<file path="src/rtl/xdrop_extend_ctrl.sv">
// Ungapped X-drop seed extension controller.
// Streams one query/subject base pair per cycle from two synchronous-read
// memories into an external comparator, keeps a running signed score and the
// best score/length seen, and stops on X-drop, length limit or an illegal
// comparator code.
//
// state   | meaning
// --------+-------------------------------------------------------------
// S_IDLE  | waiting for start; results from the last run are held
// S_ISSUE | first read of both memories at the latched start addresses
// S_SCORE | one base scored per cycle; next read issued unless stopping
// S_DONE  | one-cycle done pulse, results valid
module xdrop_extend_ctrl #(
    parameter int QADDR_W  = 16,
    parameter int SADDR_W  = 20,
    parameter int LEN_W    = 12,
    parameter int SCORE_W  = 16,
    parameter int MATCH    = 1,
    parameter int MISMATCH = 3,
    parameter int XDROP    = 20
) (
    input  logic               clk_i,
    input  logic               rst_i,
    input  logic               start_i,
    input  logic [QADDR_W-1:0] q_start_i,
    input  logic [SADDR_W-1:0] s_start_i,
    input  logic [LEN_W-1:0]   max_len_i,
    output logic               busy_o,
    output logic               done_o,
    output logic               q_rd_en_o,
    output logic [QADDR_W-1:0] q_addr_o,
    input  logic [2:0]         q_data_i,
    output logic               s_rd_en_o,
    output logic [SADDR_W-1:0] s_addr_o,
    input  logic [1:0]         s_data_i,
    output logic [2:0]         cmp_q_o,
    output logic [1:0]         cmp_s_o,
    input  logic [2:0]         cmp_result_i,
    output logic [SCORE_W-1:0] best_score_o,
    output logic [LEN_W-1:0]   best_len_o,
    output logic [1:0]         stop_reason_o
);

    typedef enum logic [1:0] {S_IDLE, S_ISSUE, S_SCORE, S_DONE} state_t;

    // Two guard bits keep score arithmetic and the X-drop difference exact.
    localparam int EXT_W = SCORE_W + 2;
    typedef logic signed [EXT_W-1:0] ext_t;

    localparam logic [1:0] STOP_NONE    = 2'd0;
    localparam logic [1:0] STOP_XDROP   = 2'd1;
    localparam logic [1:0] STOP_LEN     = 2'd2;
    localparam logic [1:0] STOP_ILLEGAL = 2'd3;

    localparam logic signed [SCORE_W-1:0] SCORE_MIN = {1'b1, {(SCORE_W-1){1'b0}}};
    localparam ext_t SCORE_MIN_EXT = {2'b11, SCORE_MIN};
    localparam ext_t MATCH_EXT     = ext_t'(MATCH);
    localparam ext_t MISMATCH_EXT  = ext_t'(MISMATCH);
    localparam ext_t XDROP_EXT     = ext_t'(XDROP);

    state_t                     state_q, state_d;
    logic [QADDR_W-1:0]         q_addr_q;
    logic [SADDR_W-1:0]         s_addr_q;
    logic [LEN_W-1:0]           max_len_q;
    logic [LEN_W-1:0]           count_q;
    logic signed [SCORE_W-1:0]  score_q;
    logic signed [SCORE_W-1:0]  best_score_q;
    logic [LEN_W-1:0]           best_len_q;
    logic [1:0]                 stop_q;

    logic                       cmp_legal;
    ext_t                       score_ext;
    ext_t                       step_ext;
    ext_t                       drop_ext;
    logic signed [SCORE_W-1:0]  score_new;
    logic signed [SCORE_W-1:0]  best_new;
    logic                       new_best;
    logic [LEN_W-1:0]           count_new;
    logic [1:0]                 stop_new;
    logic                       term;

    // Score the current base pair; termination is judged on the updated values.
    always_comb begin
        score_ext = {{2{score_q[SCORE_W-1]}}, score_q};
        step_ext  = score_ext;
        cmp_legal = 1'b1;
        case (cmp_result_i)
            3'b001:  step_ext = score_ext + MATCH_EXT;
            3'b010:  step_ext = score_ext - MISMATCH_EXT;
            3'b100:  step_ext = score_ext;
            default: cmp_legal = 1'b0;
        endcase
        if (step_ext < SCORE_MIN_EXT) begin
            score_new = SCORE_MIN;
        end else begin
            score_new = step_ext[SCORE_W-1:0];
        end
        count_new = count_q + 1'b1;
        new_best  = cmp_legal && (score_new > best_score_q);
        best_new  = new_best ? score_new : best_score_q;
        drop_ext  = {{2{best_new[SCORE_W-1]}}, best_new} - {{2{score_new[SCORE_W-1]}}, score_new};
        stop_new  = STOP_NONE;
        if (!cmp_legal) begin
            stop_new = STOP_ILLEGAL;
        end else if (drop_ext > XDROP_EXT) begin
            stop_new = STOP_XDROP;
        end else if (count_new == max_len_q) begin
            stop_new = STOP_LEN;
        end
        term = (stop_new != STOP_NONE);
    end

    // Next state and read strobes; reads are only issued when another base is needed.
    always_comb begin
        state_d   = state_q;
        q_rd_en_o = 1'b0;
        s_rd_en_o = 1'b0;
        q_addr_o  = q_addr_q;
        s_addr_o  = s_addr_q;
        case (state_q)
            S_IDLE: begin
                if (start_i) begin
                    state_d = (max_len_i == '0) ? S_DONE : S_ISSUE;
                end
            end
            S_ISSUE: begin
                q_rd_en_o = 1'b1;
                s_rd_en_o = 1'b1;
                state_d   = S_SCORE;
            end
            S_SCORE: begin
                if (term) begin
                    state_d = S_DONE;
                end else begin
                    q_rd_en_o = 1'b1;
                    s_rd_en_o = 1'b1;
                    q_addr_o  = q_addr_q + 1'b1;
                    s_addr_o  = s_addr_q + 1'b1;
                end
            end
            S_DONE: begin
                state_d = S_IDLE;
            end
            default: begin
                state_d = S_IDLE;
            end
        endcase
    end

    assign busy_o        = (state_q != S_IDLE);
    assign done_o        = (state_q == S_DONE);
    assign cmp_q_o       = q_data_i;
    assign cmp_s_o       = s_data_i;
    assign best_score_o  = best_score_q;
    assign best_len_o    = best_len_q;
    assign stop_reason_o = stop_q;

    // State register plus run bookkeeping; acceptance clears the previous results.
    always_ff @(posedge clk_i or posedge rst_i) begin
        if (rst_i) begin
            state_q      <= S_IDLE;
            q_addr_q     <= '0;
            s_addr_q     <= '0;
            max_len_q    <= '0;
            count_q      <= '0;
            score_q      <= '0;
            best_score_q <= '0;
            best_len_q   <= '0;
            stop_q       <= STOP_NONE;
        end else begin
            state_q <= state_d;
            case (state_q)
                S_IDLE: begin
                    if (start_i) begin
                        count_q      <= '0;
                        score_q      <= '0;
                        best_score_q <= '0;
                        best_len_q   <= '0;
                        if (max_len_i == '0) begin
                            stop_q <= STOP_LEN;
                        end else begin
                            stop_q    <= STOP_NONE;
                            q_addr_q  <= q_start_i;
                            s_addr_q  <= s_start_i;
                            max_len_q <= max_len_i;
                        end
                    end
                end
                S_SCORE: begin
                    if (cmp_legal) begin
                        score_q <= score_new;
                        count_q <= count_new;
                        if (new_best) begin
                            best_score_q <= score_new;
                            best_len_q   <= count_new;
                        end
                    end
                    stop_q <= stop_new;
                    if (!term) begin
                        q_addr_q <= q_addr_o;
                        s_addr_q <= s_addr_o;
                    end
                end
                default: begin
                end
            endcase
        end
    end

endmodule
</file>
<file path="config.mk">
export PLATFORM = sky130hd
export DESIGN_NAME = xdrop_extend_ctrl
export DESIGN_NICKNAME = d
export VERILOG_FILES = /design/src/rtl/xdrop_extend_ctrl.sv
export SDC_FILE = /design/constraint.sdc
export NUM_CORES = 1
export LEC_CHECK = 0
export BUFFER_PORTS_ARGS = -buffer_cell sky130_fd_sc_hd__buf_2
export CAP_MARGIN = 20
export CORE_AREA = 5 5 130 132
export DETAILED_ROUTE_END_ITERATION = 7
export DIE_AREA = 0 0 135 137
export PLACE_DENSITY = 0.92
export SLEW_MARGIN = 20
export SYNTH_ARGS = -nofsm -noshare
export SYNTH_HDL_FRONTEND = slang
export SYNTH_SLANG_ARGS = --single-unit
</file>
<file path="constraint.sdc">
create_clock -name clk_i -period 8.88 [get_ports clk_i]
set_input_delay 0 -clock clk_i [delete_from_list [all_inputs] [get_ports clk_i]]
set_output_delay 0 -clock clk_i [all_outputs]
set_load 0.02 [all_outputs]
</file>
==> flow_summary.yaml <==
power:
  p_sw_share_pct: 48.86
  p_int_w: 0.001447
  p_sw_w: 0.001383
  ir_worst_vdd_uv: 142.7
  p_clk_share_pct: 16.2
  p_per_area_nw_per_um2: 273.0
  seqPwrFrac_pct: 29.0
  total_leakage_power_nw: 4.615
  pwr-share-comb_pct: 54.9
die:
  start_util_pct: 57.77
  core_area_um2: 15600
  floorplan.rows: 46
  io_pins: 134
  die_w_um: 135
  die_area_um2: 18500
  die_h_um: 137
timing:
  worst_pin_slew_ps: 1099
  period_share_pct: 92.35
  hold_viol: 0
  finalSetupViolations: 0
  slew_viol_final: 0
  slew_headroom_pct: 26.58
  rsz0062_at_grt: "no"
  fmax_mhz: 121.9
  skew_ps: 7.966
  min_period_ps: 8201
  fin_setup_tns_ps: 0
setup_path:
  crit_type: "flop to output port"
  crit_top_cell: "nor3_1"
  reg2reg_from: "score_q[7]"
  required_ps: 8880
  slowest_delay_ps: 600
  slowest_stage: "a211o_4"
  worstPathArrival_ps: 8200
  r2r_end: "s_addr_q[2]"
  rr_worst_depth: 32
  end_kind: "output port"
  crit_fanout: 41
  worstSetupStartpointType: "flop"
  r2r_slack_ps: 880
yosys:
  synth_cell_types: 70
  synth_cells: 1130
  synth_nets: 1245
  synth-seq-cells: 108
  yosys_warnings: 0
  synth_flop_cell: "dfrtp_1"
  yosysSeqAreaShare_pct: 29.99
  syn_area_um2: 9011
  async_flop_share_pct: 100.0
  synth-edff-count: 0
  avgSynthCellArea_um2: 7.974
cells_and_area:
  fillCellCount: 1198
  area_growth_syn_to_layout_pct: 15.05
  fin_nets: 1347
  fin_util_pct: 66.47
  layout-drive-gt1-share_pct: 15.20
  antenna_cells: 0
hold_path:
  whs_path_depth: 0
  min_to: "cmp_q_o[0]"
  hold_class: "input pin to output port"
  worstHoldStart: "q_data_i[0]"
placement:
  dp_hpwl_um: 18080
  portBuffers: 123
  gp_congestion: 0.9341
global_route:
  first_global_vias: 8604
  grt_pass1_wl_um: 42170
  met2_usage_pct: 46.16
  antenna_found_initial: 0
  use_met1_pct: 36.16
  gr-total-overflow: 0
  grtUsageMet3_pct: 5.257
  grtUsageTotal_pct: 27.69
  grt_start_max_net_pins: 75
  grt-busiest-layer: "met2"
status:
  status: "complete, no violations"
drt:
  viasPerCell: 6.404
  drtIter0Drc: 1015
  drt_pre_antenna_iters: 5
  wl_per_cell_um: 18.08
  remaining_drc_errors: 0
  final_antenna_net_count: 0
  routed_wl_um: 26270
  vias: 9305
clocking:
  cts_root_buf: "clkbuf_16"
  clk_path_buf_depth: 2
  cts.clk_slew.worst_paths_ps: 70
  htree_levels: 3
  clkSinkCount: 108
  cts_tree: "yes"
  cts_buffers: 9
  insertion_delay_ps: 360
job:
  drv_cap: 0
power groups by stage:
stage / Combinational (W) / Clock, W / Sequential, W
5_1_grt: 0.00169 / 0.000478 / 0.000837
3_3_place_gp: 0.00146 / 0 / 0.000808
3_5_place_dp: 0.00149 / 0 / 0.000817
2_1_floorplan: 0.00119 / 0 / 0.000747
4_1_cts: 0.00152 / 0.000457 / 0.000807
6_report: 0.00155 / 0.000457 / 0.000820
cell usage in the layout, fill, tap and decap left out, types with 5 or more instances in the layout:
cell,count
a211oi_1,19
dfrtp_1,108
nand4_1,14
buf_2,123
nor2b_1,8
and4_1,5
a21oi_1,62
nand3_1,42
nand2b_1,12
or3_1,15
a221oi_1,5
a31oi_1,12
nand2_1,125
xor2_1,32
and3_1,30
a22o_1,13
nor2_1,91
mux2i_1,13
nor3_1,48
a21o_1,13
o22ai_1,15
nor4_1,12
inv_1,56
buf_4,6
a311oi_1,8
ha_1,54
o211ai_1,10
mux2_2,18
dlygate4sd3_1,37
o31ai_1,24
o21a_1,7
xnor2_1,42
o21ai_0,69
clkbuf_16,9
o41ai_1,5
cells by family (layout without fill, tap and decap cells):
kind of cell             Yosys count  count (layout)  share of synthesized area, %
buffers and inverters            134             241                         6.221
adder cells (fa/ha/maj)           56              56                         7.859
AND/OR/NAND/NOR                  424             424                         22.74
multiplexers                      31              31                         3.693
XOR/XNOR                          74              74                         7.192
AO/OA/AOI/OAI                    303             303                         22.30
flip-flops                       108             108                         29.99
routing by layer:
layer  share of wire, %  up-vias
met3                9.4       77
met1                 40     4379
li1                   -     4295
met4                2.9        0
met2                 47      554
met5                  0        -
area by class of cell:
cell class / instances / area (µm²) / area share [%]
Multi-Input combinational cell: 888 / 5787 / 55.82
Sequential cell: 108 / 2703 / 26.07
Timing Repair Buffer: 168 / 1057 / 10.20
Tap cell: 216 / 270.3 / 2.607
Clock buffer: 9 / 225.2 / 2.172
Inverter: 57 / 216.5 / 2.088
Clock inverter: 7 / 108.9 / 1.050
worst max-delay path, delay by kind of cell, from the launching register on:
kind | cells | cell delay [ps]
compound gates | 11 | 3180
xor+xnor | 2 | 370
fa+ha+maj | 4 | 1250
buf+inv | 4 | 560
flops | 1 | 400
simple gates | 12 | 2070
cells in the mapped netlist (6+ instances only):
cell type | count | share of area (%)
o211ai_1 | 10 | 0.83
a31oi_1 | 12 | 0.83
buf_4 | 7 | 0.58
a311oi_1 | 8 | 0.78
nor3_1 | 48 | 2.7
ha_1 | 55 | 7.6
a21oi_1 | 63 | 3.5
nor4_1 | 12 | 0.83
buf_2 | 12 | 0.67
o21a_1 | 7 | 0.58
o31ai_1 | 25 | 2.1
xor2_1 | 32 | 3.1
a22o_1 | 13 | 1.3
inv_1 | 57 | 2.4
nor2b_1 | 8 | 0.56
o22ai_1 | 15 | 1.0
xnor2_1 | 42 | 4.1
a211oi_1 | 19 | 1.6
o21ai_0 | 69 | 3.8
or3_1 | 15 | 1.0
nand2_1 | 125 | 5.2
nand3_1 | 42 | 2.3
mux2i_1 | 13 | 1.4
nor2_1 | 91 | 3.8
nand4_1 | 14 | 0.97
mux2_2 | 18 | 2.2
clkbuf_1 | 53 | 2.2
dfrtp_1 | 108 | 30
and3_1 | 31 | 2.2
a221oi_1 | 6 | 0.58
a21o_1 | 13 | 1.1
nand2b_1 | 12 | 0.83
flip-flops by register name, summed over array words and instances (netlist names):
| register | cells |
|---|---|
| state_q | 2 |
| max_len_q | 12 |
| q_addr_q | 16 |
| s_addr_q | 20 |
| stop_reason_o | 2 |
| best_len_o | 12 |
| best_score_o | 16 |
| count_q | 12 |
| score_q | 16 |
worst max-delay path by stage:
stage,startpoint,end,slack (ps)
6_report,score_q[7],s_addr_o[10],680
2_1_floorplan,cmp_result_i[2],s_rd_en_o,310
3_5_place_dp,cmp_result_i[2],q_addr_q[3],670
4_1_cts,score_q[7],s_addr_o[10],430
5_1_grt,score_q[8],q_addr_o[9],40
3_3_place_gp,cmp_result_i[2],q_addr_q[3],900
repair_timing:
action	in CTS	in global routing
buffers inserted	0	0
hold endpoints to repair	70	0
hold buffers	37	0
setup endpoints to repair	0	40
gates resized for setup	0	6
stage by stage:
step	area (µm²)	total power [W]	hold WS [ps]	instances	setup slack, ps
after floorplan	9011	0.001934	112.6	1130	307.8
after global placement	9635	0.002266	0.1367	1400	895.9
after detailed placement	9637	0.002311	0.1367	1400	670.4
after CTS	10340	0.002780	0.1367	1453	428.1
after global routing	10370	0.003002	0.03385	1453	39.05
final	10370	0.002830	0.008814	1453	679.4
(Power assumes the default switching activity.)
